--- src/rtl/soric_bank_arbiter_pkg.sv ---
// Shared constants for the SRAM bank arbiter: OBI data/byte-enable widths and
// the byte-to-word address width helper for the sky130 macro.
package soric_pkg;
   localparam int OBI_DW  = 32;
   localparam int OBI_BEW = 4;

   // The macro is word addressed, so the two byte-offset bits drop out.
   function automatic int sram_word_aw(input int addr_w);
      return addr_w - 2;
   endfunction
endpackage

--- src/rtl/soric_bank_arbiter_if.sv ---
// Bundle of the master-side OBI signals and the macro-side SRAM pins for one bank.
// The slave modport is the arbiter's view; the master modport is the environment's view.
interface soric_bank_arbiter_if
   import soric_pkg::*;
#(
   parameter int NMASTER     = 2,
   parameter int SRAM_ADDR_W = 11
) ();
   logic [NMASTER-1:0]             m_req_i;
   logic [NMASTER-1:0]             m_we_i;
   logic [NMASTER*OBI_BEW-1:0]     m_be_i;
   logic [NMASTER*SRAM_ADDR_W-1:0] m_addr_i;
   logic [NMASTER*OBI_DW-1:0]      m_wdata_i;
   logic [NMASTER-1:0]             m_gnt_o;
   logic [NMASTER-1:0]             m_rvalid_o;
   logic [OBI_DW-1:0]              m_rdata_o;
   logic                           s_csb_o;
   logic                           s_web_o;
   logic [OBI_BEW-1:0]             s_wmask_o;
   logic [SRAM_ADDR_W-3:0]         s_addr_o;
   logic [OBI_DW-1:0]              s_din_o;
   logic [OBI_DW-1:0]              s_dout_i;

   modport slave (
      input  m_req_i, m_we_i, m_be_i, m_addr_i, m_wdata_i, s_dout_i,
      output m_gnt_o, m_rvalid_o, m_rdata_o,
      output s_csb_o, s_web_o, s_wmask_o, s_addr_o, s_din_o
   );

   modport master (
      output m_req_i, m_we_i, m_be_i, m_addr_i, m_wdata_i, s_dout_i,
      input  m_gnt_o, m_rvalid_o, m_rdata_o,
      input  s_csb_o, s_web_o, s_wmask_o, s_addr_o, s_din_o
   );
endinterface

--- src/rtl/soric_bank_arbiter_rr.sv ---
// Round-robin arbiter: search starts one past the last winner, so the previous
// winner has lowest priority. The pointer only moves on a granted cycle.
module soric_rr_arbiter #(
   parameter int N  = 2,
   parameter int IW = $clog2(N)
) (
   input  logic          clk_i,
   input  logic          rst_ni,
   input  logic          advance_i,
   input  logic [N-1:0]  req_i,
   output logic [N-1:0]  gnt_o,
   output logic [IW-1:0] idx_o,
   output logic          any_o
);
   logic [IW-1:0] r_ptr;

   always_comb begin : arb_search
      int j;
      j     = 0;
      gnt_o = '0;
      idx_o = '0;
      any_o = 1'b0;
      for (int k = 1; k <= N; k++) begin
         j = int'(r_ptr) + k;
         if (j >= N) j = j - N;
         if (!any_o && req_i[j]) begin
            any_o    = 1'b1;
            gnt_o[j] = 1'b1;
            idx_o    = IW'(j);
         end
      end
   end

   // Reset pointer to the last master so master 0 wins the first contest.
   always_ff @(posedge clk_i or negedge rst_ni) begin
      if (!rst_ni)
         r_ptr <= IW'(N - 1);
      else if (advance_i && any_o)
         r_ptr <= idx_o;
   end
endmodule

--- src/rtl/soric_bank_arbiter.sv ---
// One-bank SRAM port arbiter: round-robin grant, winner muxed onto the macro pins,
// one-cycle response stage, and a saturating counter of contended cycles.
module soric_bank_arbiter
   import soric_pkg::*;
#(
   parameter int NMASTER     = 2,
   parameter int SRAM_ADDR_W = 11,
   parameter int CNT_W       = 16
) (
   input  logic               clk_i,
   input  logic               rst_ni,
   soric_bank_arbiter_if.slave bus,
   input  logic               cnt_clr_i,
   output logic [CNT_W-1:0]   conflict_cnt_o
);
   localparam int IW  = $clog2(NMASTER);
   localparam int WAW = sram_word_aw(SRAM_ADDR_W);
   localparam logic [CNT_W-1:0] CNT_MAX = '1;

   logic [NMASTER-1:0] w_gnt;
   logic [IW-1:0]      w_idx;
   logic               w_any;
   logic               w_conflict;
   logic               w_unused_addr;

   logic               r_rsp_valid;
   logic [IW-1:0]      r_rsp_idx;
   logic               r_rsp_we;
   logic [CNT_W-1:0]   r_cnt;

   soric_rr_arbiter #(.N(NMASTER), .IW(IW)) u_rr (
      .clk_i     (clk_i),
      .rst_ni    (rst_ni),
      .advance_i (w_any),
      .req_i     (bus.m_req_i),
      .gnt_o     (w_gnt),
      .idx_o     (w_idx),
      .any_o     (w_any)
   );

   assign bus.m_gnt_o = w_gnt;
   // Byte-offset bits are architecturally ignored.
   assign w_unused_addr = ^bus.m_addr_i;

   always_comb begin
      bus.s_csb_o   = 1'b1;
      bus.s_web_o   = 1'b1;
      bus.s_wmask_o = '0;
      bus.s_addr_o  = '0;
      bus.s_din_o   = '0;
      if (w_any) begin
         bus.s_csb_o   = 1'b0;
         bus.s_web_o   = ~bus.m_we_i[w_idx];
         bus.s_wmask_o = bus.m_be_i[w_idx*OBI_BEW +: OBI_BEW];
         bus.s_addr_o  = bus.m_addr_i[w_idx*SRAM_ADDR_W + 2 +: WAW];
         bus.s_din_o   = bus.m_wdata_i[w_idx*OBI_DW +: OBI_DW];
      end
   end

   // Writes also get an rvalid; the response stage never stalls.
   always_ff @(posedge clk_i or negedge rst_ni) begin
      if (!rst_ni) begin
         r_rsp_valid <= 1'b0;
         r_rsp_idx   <= '0;
         r_rsp_we    <= 1'b0;
      end else begin
         r_rsp_valid <= w_any;
         r_rsp_idx   <= w_idx;
         r_rsp_we    <= bus.m_we_i[w_idx];
      end
   end

   for (genvar gi = 0; gi < NMASTER; gi++) begin : g_rvalid
      assign bus.m_rvalid_o[gi] = r_rsp_valid && (r_rsp_idx == IW'(gi));
   end

   assign bus.m_rdata_o = (r_rsp_valid && !r_rsp_we) ? bus.s_dout_i : '0;

   assign w_conflict = ($countones(bus.m_req_i) >= 2);

   always_ff @(posedge clk_i or negedge rst_ni) begin
      if (!rst_ni)
         r_cnt <= '0;
      else if (cnt_clr_i)
         r_cnt <= '0;
      else if (w_conflict && (r_cnt != CNT_MAX))
         r_cnt <= r_cnt + 1'b1;
   end

   assign conflict_cnt_o = r_cnt;
endmodule

--- src/flat_wrapper.sv ---
// flat-port wrapper written by rule: the top's interface ports become plain ports
module soric_bank_arbiter_flat import soric_pkg::*;
#(
   parameter int NMASTER     = 2,
   parameter int SRAM_ADDR_W = 11,
   parameter int CNT_W       = 16
)
  (clk_i, rst_ni, cnt_clr_i, conflict_cnt_o, bus_m_req_i, bus_m_we_i, bus_m_be_i, bus_m_addr_i, bus_m_wdata_i, bus_s_dout_i, bus_m_gnt_o, bus_m_rvalid_o, bus_m_rdata_o, bus_s_csb_o, bus_s_web_o, bus_s_wmask_o, bus_s_addr_o, bus_s_din_o);
  soric_bank_arbiter_if #(.NMASTER(NMASTER), .SRAM_ADDR_W(SRAM_ADDR_W)) bus_i ();
  input  logic clk_i;
  input  logic rst_ni;
  input  logic cnt_clr_i;
  output logic [CNT_W-1:0] conflict_cnt_o;
  input wire logic [$bits(bus_i.m_req_i)-1:0] bus_m_req_i;
  input wire logic [$bits(bus_i.m_we_i)-1:0] bus_m_we_i;
  input wire logic [$bits(bus_i.m_be_i)-1:0] bus_m_be_i;
  input wire logic [$bits(bus_i.m_addr_i)-1:0] bus_m_addr_i;
  input wire logic [$bits(bus_i.m_wdata_i)-1:0] bus_m_wdata_i;
  input wire logic [$bits(bus_i.s_dout_i)-1:0] bus_s_dout_i;
  output wire logic [$bits(bus_i.m_gnt_o)-1:0] bus_m_gnt_o;
  output wire logic [$bits(bus_i.m_rvalid_o)-1:0] bus_m_rvalid_o;
  output wire logic [$bits(bus_i.m_rdata_o)-1:0] bus_m_rdata_o;
  output wire logic [$bits(bus_i.s_csb_o)-1:0] bus_s_csb_o;
  output wire logic [$bits(bus_i.s_web_o)-1:0] bus_s_web_o;
  output wire logic [$bits(bus_i.s_wmask_o)-1:0] bus_s_wmask_o;
  output wire logic [$bits(bus_i.s_addr_o)-1:0] bus_s_addr_o;
  output wire logic [$bits(bus_i.s_din_o)-1:0] bus_s_din_o;
  assign bus_i.m_req_i = bus_m_req_i;
  assign bus_i.m_we_i = bus_m_we_i;
  assign bus_i.m_be_i = bus_m_be_i;
  assign bus_i.m_addr_i = bus_m_addr_i;
  assign bus_i.m_wdata_i = bus_m_wdata_i;
  assign bus_i.s_dout_i = bus_s_dout_i;
  assign bus_m_gnt_o = bus_i.m_gnt_o;
  assign bus_m_rvalid_o = bus_i.m_rvalid_o;
  assign bus_m_rdata_o = bus_i.m_rdata_o;
  assign bus_s_csb_o = bus_i.s_csb_o;
  assign bus_s_web_o = bus_i.s_web_o;
  assign bus_s_wmask_o = bus_i.s_wmask_o;
  assign bus_s_addr_o = bus_i.s_addr_o;
  assign bus_s_din_o = bus_i.s_din_o;
  soric_bank_arbiter #(.NMASTER(NMASTER), .SRAM_ADDR_W(SRAM_ADDR_W), .CNT_W(CNT_W)) u_core (.clk_i(clk_i), .rst_ni(rst_ni), .bus(bus_i), .cnt_clr_i(cnt_clr_i), .conflict_cnt_o(conflict_cnt_o));
endmodule
--- config.mk ---
export PLATFORM = sky130hd
export DESIGN_NAME = soric_bank_arbiter_flat
export DESIGN_NICKNAME = d
export VERILOG_FILES = /design/src/rtl/soric_bank_arbiter_pkg.sv /design/src/rtl/soric_bank_arbiter_if.sv /design/src/rtl/soric_bank_arbiter_rr.sv /design/src/rtl/soric_bank_arbiter.sv /design/src/flat_wrapper.sv
export SDC_FILE = /design/constraint.sdc
export NUM_CORES = 1
export LEC_CHECK = 0
export ABC_CLOCK_PERIOD_IN_PS = 2300
export BUFFER_PORTS_ARGS = -buffer_cell sky130_fd_sc_hd__buf_4
export CORE_AREA = 2 2 90 92
export DETAILED_ROUTE_END_ITERATION = 16
export DIE_AREA = 0 0 92 94
export PLACE_DENSITY = 0.76
export SYNTH_ARGS = -nofsm -noshare
export SYNTH_HDL_FRONTEND = slang
export SYNTH_HIERARCHICAL = 1
export SYNTH_SLANG_ARGS = --single-unit
--- constraint.sdc ---
create_clock -name clk_i -period 2.3 [get_ports clk_i]
set_input_delay 0.345 -clock clk_i [delete_from_list [all_inputs] [get_ports clk_i]]
set_output_delay 0.345 -clock clk_i [all_outputs]
set_load 0.01 [all_outputs]
---- Word level (Yosys, flattened, before mapping) ----
Cells that the tools add are included.
storage, ports and cells
  output and inout bits ................... 99
  input bits .............................. 133
  bits in registers ....................... 20
operators by class
  equal/unequal tests ..................... 1
  muxes and demuxes ....................... 28
  bitwise logic cells ..................... 3
  order comparisons ....................... 8
  multiply operators ...................... 1
  reductions and logical operators ........ 10
  shift operators ......................... 3
  add/subtract/negate cells ............... 7
operators with widths
  kind                                                                 count
  two-way mux 32 bit                                                   4
  greater-or-equal comparator 32 x 1 -> 1 bit (second input constant)  2
  greater-or-equal comparator 32 x 3 -> 1 bit (second input constant)  2
  < comparator 32 x 3 -> 1 bit (second input constant)                 2
  indexed part select 64 x 7 -> 32 bit                                 1
  indexed part select 22 x 33 -> 9 bit                                 1
  two-way mux 16 bit                                                   2
  subtractor 32 x 3 -> 32 bit (second input constant)                  1
  adder 16 x 1 -> 16 bit (second input constant)                       1
  two-way mux 1 bit                                                    16
  inequality test 16 bit (second input constant)                       1
  two-way mux 9 bit                                                    1
  indexed part select 8 x 4 -> 4 bit                                   1
  logical AND 1 bit                                                    7
  adder 5 x 2 -> 6 bit (second input constant)                         1
  multiplier 1 x 4 -> 5 bit (second input constant)                    1
  two-way mux 2 bit                                                    2
  two-way mux 4 bit                                                    1
  subtractor 3 x 2 -> 4 bit (second input constant)                    1
  adder 1 x 2 -> 3 bit (second input constant)                         1
  greater-or-equal comparator 3 x 2 -> 1 bit (second input constant)   1
  adder 1 x 1 -> 2 bit                                                 1
  adder 1 x 1 -> 2 bit (second input constant)                         1
  demux 1 bit (select 1 bit)                                           2
  other kinds (5)                                                      7

---- Logic depth before layout (Yosys ltp) ----
  depth after elaboration ................. 14
  depth in mapped cells ................... 6
  depth with buffers taken out ............ 5

---- Modules after synthesis ----
Netlist, hierarchy kept.
modules (own cells, without submodules)
  module              times used  area each (um^2)  cells each
  soric_bank_arbiter  1           1948.1            244
  soric_rr_arbiter    1           70.1              8

---- Worst setup path before layout ----
Ideal clock, no wire load.
  path kind ............................... reg2out
  start ................................... reg u_core.u_rr.r_ptr
  end ..................................... out bus_s_addr_o[2]
  stages on the path, launching flop included .. 6
  path slack .............................. 0.423 ns
  required time ........................... 1.955 ns
  arrival ................................. 1.532 ns
  cells stage by stage .................... dfstp_2 a21boi_0 clkbuf_1 buf_2 mux2i_1 nor2_1
on the way
  longest elaborated chain between the ends .. 14
  elaborated cells on any way between the ends .. 24
  those cells by class .................... add/sub: 5; mul: 1; order compare: 2; shift: 1; mux: 13; reduce/logical: 2
RTL lines
  element                                                                                     RTL line                     text
  from (decl)                                                                                 soric_bank_arbiter_rr.sv:15  logic [IW-1:0] r_ptr;
  from (signal assigned)                                                                      soric_bank_arbiter_rr.sv:37  r_ptr <= IW'(N - 1);
  from (signal assigned)                                                                      soric_bank_arbiter_rr.sv:39  r_ptr <= idx_o;
  adder 1 x 1 -> 2 bit                                                                        soric_bank_arbiter_rr.sv:24  j = int'(r_ptr) + k;
  subtractor 32 x 3 -> 32 bit or greater-or-equal comparator 32 x 3 -> 1 bit (tied branches)  soric_bank_arbiter_rr.sv:25  if (j >= N) j = j - N;
  two-way mux 32 bit                                                                          soric_bank_arbiter_rr.sv:25
  two-way mux 1 bit (not written as such) (3 in a row)                                        soric_bank_arbiter_rr.sv:26  if (!any_o && req_i[j]) begin
  two-way mux 1 bit                                                                           soric_bank_arbiter_rr.sv:26
  zero test 1 bit                                                                             soric_bank_arbiter_rr.sv:26
  logical AND 1 bit                                                                           soric_bank_arbiter_rr.sv:26
  two-way mux 1 bit *                                                                         soric_bank_arbiter_rr.sv:26
  via u_core.w_idx                                                                            soric_bank_arbiter.sv:21     logic [IW-1:0] w_idx;
  multiplier 1 x 4 -> 5 bit *                                                                 soric_bank_arbiter.sv:55     bus.s_addr_o = bus.m_addr_i[w_idx*SRAM_ADDR_W + 2 +: WAW];
  adder 5 x 2 -> 6 bit *                                                                      soric_bank_arbiter.sv:55
  indexed part select 22 x 33 -> 9 bit *                                                      soric_bank_arbiter.sv:55
  two-way mux 9 bit *                                                                         soric_bank_arbiter.sv:51     if (w_any) begin
  to (decl)                                                                                   flat_wrapper.sv:26           output wire logic [$bits(bus_i.s_addr_o)-1:0] bus_s_addr_o;
The timed path passes the listed nets; every way through them passes the cells marked *. The select of a mux whose other input is x is not followed.

---- Worst setup path in the final report ----
  start ................................... reg u_core.u_rr.r_ptr
  end ..................................... out bus_s_din_o[4]
on the way
  longest elaborated chain between the ends .. 12
  elaborated cells on any way between the ends .. 22
  those cells by class .................... add/sub: 4; order compare: 2; shift: 1; mux: 13; reduce/logical: 2
RTL lines
  element                                                                                     RTL line                     text
  adder 1 x 1 -> 2 bit                                                                        soric_bank_arbiter_rr.sv:24
  subtractor 32 x 3 -> 32 bit or greater-or-equal comparator 32 x 3 -> 1 bit (tied branches)  soric_bank_arbiter_rr.sv:25
  two-way mux 32 bit                                                                          soric_bank_arbiter_rr.sv:25
  two-way mux 1 bit (not written as such) (3 in a row)                                        soric_bank_arbiter_rr.sv:26
  two-way mux 1 bit                                                                           soric_bank_arbiter_rr.sv:26
  zero test 1 bit                                                                             soric_bank_arbiter_rr.sv:26
  logical AND 1 bit                                                                           soric_bank_arbiter_rr.sv:26
  two-way mux 1 bit *                                                                         soric_bank_arbiter_rr.sv:26
  via u_core.w_idx                                                                            soric_bank_arbiter.sv:21
  indexed part select 64 x 7 -> 32 bit *                                                      soric_bank_arbiter.sv:56     bus.s_din_o = bus.m_wdata_i[w_idx*OBI_DW +: OBI_DW];
  two-way mux 32 bit *                                                                        soric_bank_arbiter.sv:51
  to (decl)                                                                                   flat_wrapper.sv:27           output wire logic [$bits(bus_i.s_din_o)-1:0] bus_s_din_o;
Marked as above.

==> impl_metrics.tcl <==
set metrics [dict create \
    vdd_ir_drop_max_mv 0.1328 \
    swShare_pct 31.81 \
    path_cells "a21boi_4 > buf_12 > buf_4 > mux2i_1 > nor2_1 > buf_4" \
    dr.pass1.iters 4 \
    drt.antenna.violating_nets 0 \
    rows 32 \
    fmax_mhz 465.1 \
    boundaryPins 232 \
    synth_flop_cell "dfrtp_1" \
    grt_pass1_wl_microns 12690 \
    start_util_pct 26.53 \
    post-route-util_pct 51.37 \
    fin_tns_setup_ps 0 \
    htreeDepth 1 \
    routed_wl_microns 8770 \
    core_area_sq_um 7607 \
    start_kind "flop" \
    die_area_sq_um 8648 \
    report.final.hold_viol_count 0 \
    hp-class "in -> reg" \
    p_int_w 0.0009252 \
    synth_nets 386 \
    clk_latency_ps 260 \
    maxCapViolCount 0 \
    grt.total_usage_pct 18.47 \
    leakage_nw 2.028 \
    via_count 2699 \
    critical_path_class "reg -> out" \
    ys_types 41 \
    layout-area-overhead-vs-synth_pct 93.61 \
    synth-seq-cells 20 \
    cts_buffers 3 \
    power_density_nw_per_um2 347.2 \
    synth_top_area_cell "dfrtp_1" \
    p_sw_w 0.0004317 \
    die_y_microns 94 \
    insertedDiodeCount 0 \
    r2r-start "u_core/conflict_cnt_o[1]" \
    max_slew_margin_pct 53.88 \
    min_period_ps 2150 \
    synth_cells 252 \
    clkSlewWorstSetupHoldPaths_ps 70 \
    grt-ovfl-total 0 \
    hp-start "bus_m_req_i[0]" \
    grt_pass1_vias 2459 \
    crit_path_end_kind "output pin" \
    synth_area_leaders "dfrtp_1, mux2i_1, and2_1" \
    worst_slew_pin_slew_ps 686.6 \
    outcome "finished, final reports clean" \
    drive_gt1_share_pct 52.42 \
    drtIter0Drc 65 \
    path_max_fanout 36 \
    hpwl_microns 7323 \
    cts_tree "done" \
    postSynth.asyncResetShare_pct 100.0 \
    dieWidth_microns 92 \
    finalSetupViolations 0 \
    clkSinkCount 20 \
    gp_congestion 0.7969 \
    synth_enable_flop_cells 0 \
    synthesis.area_sq_um 2018 \
    worstPathRequired_ps 1960 \
    clock_path_buffers 2 \
    setup_slack_ps 150.1 \
    syn_avg_cell_area_sq_um 8.009 \
    nets 610 \
    final_max_slew_viol_count 0 \
    grt_setup_unrepaired "false" \
    grt_max_degree 37 \
    worst_ep_arrival_time_ps 1800 \
    crit_family "buffers and inverters" \
    drc 0 \
    min_period_over_period_pct 93.47 \
    slowest_stage "dfstp_2" \
    cts_resized 0 \
    synth_top_area_share_pct 23.56 \
    clkPwrFrac_pct 19.6 \
    vias_per_cell 4.678 \
    fin_skew_ps 0.9551 \
    antenna_found_initial 0 \
    clockRootBuffer "clkbuf_8" \
    wire_per_inst_microns 15.20 \
    slowest_delay_ps 400 \
    cpMostUsedCell "buf_4" \
    yosysSeqAreaShare_pct 24.86 \
    path_buf_inv 3 \
    io_buffers 227 \
    power_frac_seq_pct 27.6 \
    pre_cts_slack_ps 312.8 \
    crit_path_start "u_core/u_rr/r_ptr" \
    power.share.combinational_pct 52.8 \
    yosys_warnings 6 \
]
-- path summary, 6_finish.rpt --
path | to | slack, ps | cells past startpoint
setup / recovery | bus_s_din_o[4] | 150 | 6
hold / removal | u_core/u_rr/r_ptr | 310 | 2
setup reg to reg | u_core/conflict_cnt_o[10] | 330 | 5
hold reg to reg | u_core/u_rr/r_ptr | 570 | 2
max in group asynchronous | u_core/u_rr/r_ptr | 1530 | 2
min in group asynchronous | u_core/conflict_cnt_o[8] | 500 | 2
-- synth_stat cells (2+ instances only) --
cell type / number
nand3_1: 5
nand4_1: 5
mux2_2: 2
nand2_1: 9
nor2b_1: 4
buf_4: 2
dfrtp_1: 19
and4_1: 3
o31ai_1: 5
nand2b_1: 2
and2_1: 34
mux2i_1: 46
or3_1: 3
clkbuf_1: 8
nor2_1: 50
o21ai_0: 4
a311oi_1: 2
or4_1: 5
inv_1: 2
a21boi_0: 2
nor3_1: 2
a21oi_1: 15
buf_2: 5
-- layer usage --
metal	GRT usage (%)	up-vias	share of wire [%]
li1	-	1335	-
met1	21.61	1228	37
met2	33.21	127	53
met3	4.815	9	8.2
met4	5.348	0	1.8
met5	0	-	0
-- layout make-up --
class                      instances  area [sq um]
clock buffer                       4         55.05
fill                             749          3700
inverter                           3         11.26
multi-input combinational        213          1433
sequential                        20         501.7
tap                              102         127.6
timing repair buffer             235          1779
-- worst reg2reg max path: cells and delay by family (launching register included) --
| kind | cells | cell delay (ps) |
|---|---|---|
| and+or+nand+nor | 3 | 1050 |
| DFF | 1 | 430 |
| adders and majority gates | 1 | 260 |
| AOI/OAI and AO/OA | 1 | 160 |
-- timing repair --
item	CTS	global route
buffers inserted	0	0
hold endpoints to repair	19	0
hold buffers	1	0
setup endpoints to repair	0	0
-- power groups by stage --
| stage | logic [W] | clock network [W] | registers, W |
|---|---|---|---|
| 2_1_floorplan | 0.000289 | 0 | 0.000377 |
| 3_3_place_gp | 0.000717 | 0 | 0.000380 |
| 3_5_place_dp | 0.000726 | 0 | 0.000381 |
| 4_1_cts | 0.000729 | 0.000280 | 0.000374 |
| 5_1_grt | 0.000771 | 0.000291 | 0.000376 |
| 6_report | 0.000717 | 0.000265 | 0.000375 |
-- cells in the final DEF, fill, tap and decap left out, types with 2 or more instances in the layout --
master and count:
buf_4 233, nor2_1 50, mux2i_1 46, and2_1 34, dfrtp_1 19, a21oi_1 15, nand2_1 9, nand4_1 5
nand3_1 5, o31ai_1 5, or4_1 5, clkbuf_8 4, nor2b_1 4, o21ai_0 4, and4_1 3, or3_1 3
mux2_2 2, nor3_1 2, inv_1 2, a311oi_1 2, nand2b_1 2
-- logic make-up (layout without fill, tap and decap cells) --
family          Yosys count  after routing  synth area share (%)
flops                    20             20                 24.86
buf+inv                  19            242                 4.711
fa+ha+maj                 1              1                0.6199
mux                      48             48                 23.93
compound gates           33             33                 10.11
simple gates            131            131                 35.77
-- per-stage QoR --
stage                     area (sq um)  hold slack, ps  total power, W  instances
after CTS                         3908           306.1        0.001383        577
after detailed placement          3842           239.2        0.001107        572
final                             3908           314.3        0.001357        577
after floorplan                   2018           49.41       0.0006669        252
after global routing              3908           320.7        0.001438        577
after global placement            3842           242.0        0.001098        572
-- state kept, by name (all words and copies together) (netlist names) --
signal                 flops
u_core/u_rr/r_ptr          1
u_core/r_rsp_we            1
u_core/conflict_cnt_o     16
u_core/r_rsp_idx           1
u_core/r_rsp_valid         1
No activity file was read; power rests on OpenSTA's default activity.
